File: config.mk
export PLATFORM = sky130hd
export DESIGN_NAME = stdp_pair_scheduler
export DESIGN_NICKNAME = d
export VERILOG_FILES = /design/src/rtl/stdp_pkg.sv /design/src/rtl/stdp_rr_arbiter.sv /design/src/rtl/stdp_pair_scheduler.sv
export SDC_FILE = /design/constraint.sdc
export NUM_CORES = 1
export LEC_CHECK = 0
export CORE_MARGIN = 10
export CORE_UTILIZATION = 31
export CTS_BUF_LIST = sky130_fd_sc_hd__clkbuf_8
export DETAILED_ROUTE_END_ITERATION = 7
export GPL_ROUTABILITY_DRIVEN = 0
export MAX_ROUTING_LAYER = met4
export PLACE_DENSITY_LB_ADDON = 0.08
export REMOVE_ABC_BUFFERS = 1
export SLEW_MARGIN = 30
export SYNTH_ARGS = -nofsm -noshare
export SYNTH_HDL_FRONTEND = slang
export SYNTH_HIERARCHICAL = 1
export SYNTH_SLANG_ARGS = --single-unit
File: constraint.sdc
create_clock -name clk -period 15.6 [get_ports clk]
set_clock_uncertainty 0.2 [all_clocks]
set_input_delay 4.68 -clock clk [delete_from_list [all_inputs] [get_ports clk]]
set_output_delay 4.68 -clock clk [all_outputs]
set_load 0.02 [all_outputs]
File: src/rtl/stdp_pkg.sv
// Shared types for the STDP pair scheduler.
// State encoding, update record and round-robin index helper.
package stdp_pkg;

    localparam int HIST_W = 16;
    localparam int TD_W   = 4;

    typedef enum logic [1:0] {
        IDLE,
        ISSUE,
        WAIT,
        OUT
    } sched_state_t;

    typedef struct packed {
        logic [4:0]      pair;
        logic [TD_W-1:0] td;
        logic            sign;
    } stdp_upd_t;

    function automatic int wrap_idx(int base, int off, int n);
        int s;
        s = base + off;
        if (s >= n) s = s - n;
        return s;
    endfunction

endpackage

File: src/rtl/stdp_rr_arbiter.sv
// Round-robin arbiter: first set pending bit at or after ptr wins.
// Purely combinational; the caller owns ptr and pend.
module stdp_rr_arbiter
    import stdp_pkg::*;
#(
    parameter int N_PAIRS = 8,
    localparam int IDX_W  = $clog2(N_PAIRS)
) (
    input  logic [N_PAIRS-1:0] pend,
    input  logic [IDX_W-1:0]   ptr,
    output logic [N_PAIRS-1:0] gnt,
    output logic [IDX_W-1:0]   gnt_idx,
    output logic               gnt_any
);

    logic [IDX_W-1:0] sel;

    // Walk from farthest to nearest so the nearest set bit wins.
    always_comb begin
        gnt     = '0;
        gnt_idx = '0;
        sel     = '0;
        for (int k = N_PAIRS - 1; k >= 0; k--) begin
            sel = IDX_W'(wrap_idx(int'(ptr), k, N_PAIRS));
            if (pend[sel]) begin
                gnt      = '0;
                gnt[sel] = 1'b1;
                gnt_idx  = sel;
            end
        end
    end

    assign gnt_any = |pend;

endmodule

File: src/rtl/stdp_pair_scheduler.sv
// Shares one timing-difference encoder across N_PAIRS synapse pairs.
// Latches spike requests, arbitrates round-robin, returns (td, sign) records.
module stdp_pair_scheduler
    import stdp_pkg::*;
#(
    parameter int N_PAIRS = 8,
    parameter int HIST_W  = 16,
    parameter int OVF_W   = 8,
    localparam int IDX_W  = $clog2(N_PAIRS)
) (
    input  logic                      clk,
    input  logic                      rst,
    input  logic [N_PAIRS-1:0]        spike_req,
    input  logic [N_PAIRS*HIST_W-1:0] pre_hist,
    input  logic [N_PAIRS*HIST_W-1:0] post_hist,
    output logic [HIST_W-1:0]         enc_pre,
    output logic [HIST_W-1:0]         enc_post,
    input  logic [TD_W-1:0]           enc_td,
    input  logic                      enc_sign,
    output logic                      upd_valid,
    input  logic                      upd_ready,
    output logic [IDX_W-1:0]          upd_pair,
    output logic [TD_W-1:0]           upd_td,
    output logic                      upd_sign,
    output logic                      busy,
    output logic [OVF_W-1:0]          ovf_cnt
);

    localparam int SUM_W = OVF_W + 6;

    sched_state_t       state, state_nxt;
    logic [N_PAIRS-1:0] pend, gnt, gclr, ovf_hits;
    logic [IDX_W-1:0]   ptr, gnt_idx, cur;
    logic               gnt_any, do_grant, live;
    logic [HIST_W-1:0]  cur_pre, cur_post;
    logic [SUM_W-1:0]   ovf_sum;
    stdp_upd_t          rec;

    stdp_rr_arbiter #(.N_PAIRS(N_PAIRS)) u_arb (
        .pend    (pend),
        .ptr     (ptr),
        .gnt     (gnt),
        .gnt_idx (gnt_idx),
        .gnt_any (gnt_any)
    );

    assign cur      = rec.pair[IDX_W-1:0];
    assign cur_pre  = pre_hist[cur*HIST_W +: HIST_W];
    assign cur_post = post_hist[cur*HIST_W +: HIST_W];
    assign live     = cur_pre[HIST_W-1] | cur_post[HIST_W-1];

    assign do_grant = gnt_any &
                      ((state == IDLE) | ((state == OUT) & upd_ready));
    assign gclr     = do_grant ? gnt : '0;
    // A request on a bit that stays pending is merged, not queued.
    assign ovf_hits = spike_req & pend & ~gclr;
    assign ovf_sum  = SUM_W'(ovf_cnt) + SUM_W'($countones(ovf_hits));

    always_ff @(posedge clk) begin
        if (rst) state <= IDLE;
        else     state <= state_nxt;
    end

    always_comb begin
        state_nxt = state;
        unique case (state)
            IDLE:  if (gnt_any) state_nxt = ISSUE;
            ISSUE: state_nxt = live ? WAIT : IDLE;
            WAIT:  state_nxt = OUT;
            OUT:   if (upd_ready) state_nxt = gnt_any ? ISSUE : IDLE;
            default: state_nxt = IDLE;
        endcase
    end

    always_ff @(posedge clk) begin
        if (rst) begin
            pend    <= '0;
            ptr     <= '0;
            rec     <= '0;
            ovf_cnt <= '0;
        end else begin
            pend <= (pend & ~gclr) | spike_req;
            if (do_grant) begin
                rec.pair <= 5'(gnt_idx);
                ptr      <= (gnt_idx == IDX_W'(N_PAIRS - 1)) ?
                            '0 : gnt_idx + 1'b1;
            end
            if (state == WAIT) begin
                rec.td   <= enc_td;
                rec.sign <= enc_sign;
            end
            if (ovf_sum > SUM_W'({OVF_W{1'b1}})) ovf_cnt <= '1;
            else ovf_cnt <= ovf_sum[OVF_W-1:0];
        end
    end

    always_comb begin
        enc_pre   = '0;
        enc_post  = '0;
        upd_valid = 1'b0;
        if (state == ISSUE) begin
            enc_pre  = cur_pre;
            enc_post = cur_post;
        end
        if (state == OUT) upd_valid = 1'b1;
    end

    assign busy     = (state != IDLE) | (|pend);
    assign upd_pair = cur;
    assign upd_td   = rec.td;
    assign upd_sign = rec.sign;

endmodule

# After elaboration in Yosys (flattened, before gate mapping)
# Index checks and enable logic that the tools add are counted.
# totals
regBits	29
latchBits	0
mem_bits_rw	0
mem_bits_ro	0
input_bits	272
out_inout_bits	50
wordCells	153
n_memories	0
# classes
add_sub_neg	24
mul	0
div_mod_pow	0
order_cmp	25
n_eq_ne	6
n_shift	2
mux	67
bitwise_logic	10
reduce_logical	12
# op_table
cell	n
$shiftx 128x8->16	2
$mux 8	10
$mux 3	17
$lt 3x4->1 const B	8
$mux 16	2
$ge 4x4->1 const B	7
$and 8x8->8	3
$bmux 1 s3	8
$demux 1 s3	8
$ge 3x1->1 const B	8
$sub 3x1->3 const B	8
$mux 1	18
$add 3x3->4 const B	4
$add 8x4->9	1
$gt 9x8->1 const B	1
$add 1x1->2	4
$add 3x2->4 const B	2
$logic_and 1x1->1	8
$not 8->8	1
$or 8x8->8	1
$pmux 2 s4	1
$reduce_or 8->1	1
$add 2x2->3	2
$mux 2	3
13 further kinds	18

# Logic depth before layout (Yosys ltp)
# logic_depth
word_depth	24
mapped_depth	28
ltp_nobuf	23

# Cells and area by module
# The synthesis kept the hierarchy.
# by_module_without_submodules
module	n_inst	cells_per_inst	area_per_inst_um2	seq_area_each_um2
stdp_pair_scheduler	1	348	3403.3	580.6
stdp_rr_arbiter	1	228	1734.2	0.0

# Worst setup path after synthesis
# OpenSTA, ideal clock, no wires.
# synth_timing
path_kind	input to output
startpoint	input port pre_hist[95]
endpoint	output port enc_pre[15]
arrival_ps	5408
required_time_ps	10720
setup_slack_ps	5312
stages	3
path_buffers	0
path_cell_list	mux4_1 -> mux2i_1 -> nor2_1
# synth_between
elab_chain_len	2
# synth_rtl
item	line_no	text
from (decl)	stdp_pair_scheduler.sv:14	input logic [N_PAIRS*HIST_W-1:0] pre_hist,
$shiftx 128x8->16	stdp_pair_scheduler.sv:48	assign cur_pre = pre_hist[cur*HIST_W +: HIST_W];
$mux 16	stdp_pair_scheduler.sv:101	if (state == ISSUE) begin
to (decl)	stdp_pair_scheduler.sv:16	output logic [HIST_W-1:0] enc_pre,
# No other way between the ends.

# Worst setup path in the final report
# layout_timing
startpoint	input port pre_hist[113]
endpoint	output port enc_pre[1]
# The elaborated chain is that of the path after synthesis.

==> results list <==
* Run status: completed
* Area added between synthesis and finish: 66.7%
- Maximum net fanout on the critical path: 1
- In the post-synthesis netlist, the cell with the most instances is sky130_fd_sc_hd__nand2_1.
- Static Leakage: a little over 3 nW
* Number of port buffers: between 300 and 400
* Slew of the pin with the lowest slew margin: between 0.8 and 0.9 ns
- In the routed design, unresolved DRC markers number 0.
- In this run the most critical hold path is launched from upd_td[2].
- After the flow finishes, the layout carries non-filler instances totaling approximately 1100.
- Of the total power, the clock network draws 0.054.
* Maximum count of clock buffers along a single path: 2
- Worst slack at placement: 4.20 ns
- Counting flops with an async set or reset pin after synthesis yields a share of 0.
* Cell chosen for the clock root: sky130_fd_sc_hd__clkbuf_8
- The average instance in the mapped netlist occupies 8.92 um2.
* Total CTS buffers: 5
- Max stage delay cell, worst path: sky130_fd_sc_hd__clkdlybuf4s50_1
- Post-CTS setup buffer count: 0
- Vias in the first global route: roughly 6000
- At the worst endpoint, the required time is 10.72 ns.
- Dominant register cell in the synthesized netlist: sky130_fd_sc_hd__dfxtp_1
* Max-slew headroom: 0.456
- The worst path in the final design needs a cycle of ~11 ns, including I/O delays and setup.
- Combinational family with the most area after synthesis: multiplexers
* Final period utilization: 0.730
* Minimum hold slack: 0.316 ns
- Fraction of final layout cells with drive strength greater than 1: 0.126
- The die is between 100 and 150 um tall.
- Power Dens Cells: ~150 nW/um2
* Internal power component: ~0.65 mW
- The cell count after synthesis came out at approximately 580.
- The path class of the tightest hold or removal check is reg2reg.
- In this run the worst setup path begins at pre_hist[113].
* Most instantiated cells after synthesis: 102 x sky130_fd_sc_hd__nand2_1, 74 x sky130_fd_sc_hd__mux4_2, 73 x sky130_fd_sc_hd__a21oi_1
- The final layout contains around 1200 nets.
* Top area cells in the synthesized netlist: sky130_fd_sc_hd__mux4_2 32%, sky130_fd_sc_hd__dfxtp_1 11%, sky130_fd_sc_hd__nand2_1 7.5%
- TritonCTS built the clock tree.
- STA classifies the critical path startpoint as an input pin.
- Final setup vio count: 0
* Area share of the largest cell type after synthesis: 0.324
* Average via count per standard cell: 5.65
- Insertion delay of the later-clocked pin in the worst-skew pair: about 0.28 ns
- Count of cells resized by post-cts repair: 0
* Maximum operating frequency: ~88 MHz
* Count of warnings emitted by yosys: 6
* Number of buffers inserted by hold repair at cts: 0
* Core area: ~16000 um2
* ANT nets after route: 0
- The synthesized design contains 29 register bits.
* Post-Synth Adder-Cell Area: 0.0536
* Worst Setup Slack, final: around 4.2 ns
- Row count: 47
- The first global-routing pass estimated slightly below 40000 um of wire.
* Kind of critical path: in2out
- Of the total synthesized cell area, the portion taken by XOR and XNOR cells is 0.0136.
- Critical path cell sequence: clkdlybuf4s50_1 -> mux4_2 -> nand2_1 -> a21oi_1 -> clkdlybuf4s50_1
* Most Frequent Cell on Critical Path: sky130_fd_sc_hd__clkdlybuf4s50_1
* Top-level I/O count: between 300 and 400
- For this block, the routed nets add up to around 27000 um of wire.
- The share of total power dissipated in sequential elements is 0.110.
* Wire length per cell after detailed routing: between 20 and 25 um
- Counting flops with a built-in enable in the synthesized netlist gives 0.
- Filler cell count: approximately 1500
- The complex-gate fraction of the synthesized area was 0.176.
- Starting utilization of the core area: 0.313
- Of the total power, combinational logic draws 0.837.
- The routed layout has 6159 vias.
* CTS H-Tree Depth: 2
* Clk sinks: 29
- GRT Util Overall: 0.235
* Final hold violations: 0
* Final sum of negative setup slack: 0 ns
* HPWL after DPL: between 20000 and 25000 um
* Final count of pins violating max slew: 0
* Overall die width: ~150 um
- Detailed Routing Iterations Pass 1: 5
- The number of placed instances, taps included, is approximately 1100.
* Unrepaired setup endpoints after global routing: false
* Simple-gate share of the synthesized area: 0.182
* Data arrival time of the worst path: about 6.5 ns
- For this run, the register share of the synthesized area comes to 0.113.
- Drt initial violations: between 500 and 600
- Count of unique library cells instantiated by Yosys: 61
- R2R Path Start: ptr[1]
- For this run the aggregate overflow at the end of global routing stands at 0.
- The tool flagged a number of max-cap violations equal to 0.
- Crit path capture type: primary output
* Largest net degree at the start of global routing: 46
- Worst supply voltage drop on vdd: approximately 0.072 mV
* Area of the mapped netlist: 5140 um2
- Cell taking the most area after synthesis: sky130_fd_sc_hd__mux4_2
- Switching portion of total power: 0.497
- Clock slew seen by the registers of the worst setup and hold paths: roughly 0.060 ns
* Sw power: 0.640 mW
- Number of antenna violations at the first check in global routing: 3
- For this run, the slowest stage of the critical path takes about 0.6 ns.
- The die covers between 20000 and 25000 um2.
- Multiplexer share of the synthesized area: 0.398
[power groups by stage]
stage	Sequential, mW	Clock, mW	Combinational [mW]
after detailed placement	0.144	0	1.07
after global routing	0.148	0.0730	1.17
after CTS	0.142	0.0712	1.07
final	0.141	0.0689	1.08
after floorplan	0.196	0	0.676
after global placement	0.141	0	1.05
[metal layers]
metal / share of wire / routed length (um) / GRT usage / vias to the layer above
met1: 0.38 / 10300 / 0.278 / 2983
met2: 0.51 / 13700 / 0.401 / 350
met3: 0.093 / 2510 / 0.0628 / 35
met4: 0.015 / 410 / 0.0358 / 0
met5: 0 / 0 / - / -
li1: - / - / - / 2791
[through the flow]
stage	util	area, um2	power, mW
after floorplan	-	4880	0.872
after global placement	0.514	8440	1.19
after detailed placement	0.515	8460	1.21
after CTS	0.522	8560	1.29
after global routing	0.522	8560	1.39
final	0.522	8560	1.29
[sequential cells by signal, summed over array words and instances (netlist names), named ones only]
signal    flops
ptr           3
pend          8
upd_sign      1
upd_pair      3
upd_td        4
state         1
ovf_cnt       8
[cell families after synthesis]
group | after synthesis
simple gates | 209
mux | 102
flops | 29
buf+inv | 66
xor+xnor | 8
fa+ha+maj | 19
compound gates | 143
[placed cells by master (no fill, tap or decap), types with 4 or more instances in the layout]
cell                              Yosys  routed
sky130_fd_sc_hd__dfxtp_1             29      27
sky130_fd_sc_hd__nand3_1              9       9
sky130_fd_sc_hd__and3_1              10      10
sky130_fd_sc_hd__mux4_2              74      74
sky130_fd_sc_hd__nand2_1            102     102
sky130_fd_sc_hd__a211oi_1             7       7
sky130_fd_sc_hd__a21oi_1             73      73
sky130_fd_sc_hd__nand2b_1             5       5
sky130_fd_sc_hd__mux4_1               5       5
sky130_fd_sc_hd__ha_1                14      14
sky130_fd_sc_hd__buf_4                8       9
sky130_fd_sc_hd__a22oi_1              7       7
sky130_fd_sc_hd__and2_1               6       6
sky130_fd_sc_hd__nor4_1               5       5
sky130_fd_sc_hd__fa_1                 5       5
sky130_fd_sc_hd__nor3_1               4       4
sky130_fd_sc_hd__o21ai_0             13      13
sky130_fd_sc_hd__xnor2_1              4       4
sky130_fd_sc_hd__clkdlybuf4s50_1      0     320
sky130_fd_sc_hd__clkbuf_8             0       7
sky130_fd_sc_hd__a221oi_1             4       4
sky130_fd_sc_hd__inv_1               19      18
sky130_fd_sc_hd__xor2_1               4       4
sky130_fd_sc_hd__o21ai_1              4       4
sky130_fd_sc_hd__nor2b_1             10      10
sky130_fd_sc_hd__o31ai_1              4       4
sky130_fd_sc_hd__nor2_1              48      48
sky130_fd_sc_hd__mux2i_1             18      18
[final timing paths]
kind | cells past startpoint | slack (ns) | end
worst max register to register | 23 | 7.89 | ovf_cnt[1]
worst max-delay path | 5 | 4.22 | enc_pre[1]
worst min register to register | 2 | 0.32 | upd_td[2]
worst min-delay path | 2 | 0.32 | upd_td[2]
[worst max-delay path: cells and delay by family]
kind	cells	cell delay [ns]
buffers and inverters	2	1.07
and+or+nand+nor	1	0.17
muxes	1	0.49
AOI/OAI and AO/OA	1	0.09
[cell type report]
class | instances | area (um2) | area share
tap | 220 | 275 | 0.0321
multi-input combinational | 481 | 4230 | 0.494
timing repair buffer | 331 | 3300 | 0.385
clock inverter | 1 | 5.00 | 0.000584
clock buffer | 7 | 96.3 | 0.0112
sequential | 29 | 586 | 0.0684
inverter | 19 | 71.3 | 0.00833
antenna | 3 | 7.51 | 0.000877
Power figures use the tool's default switching activity.
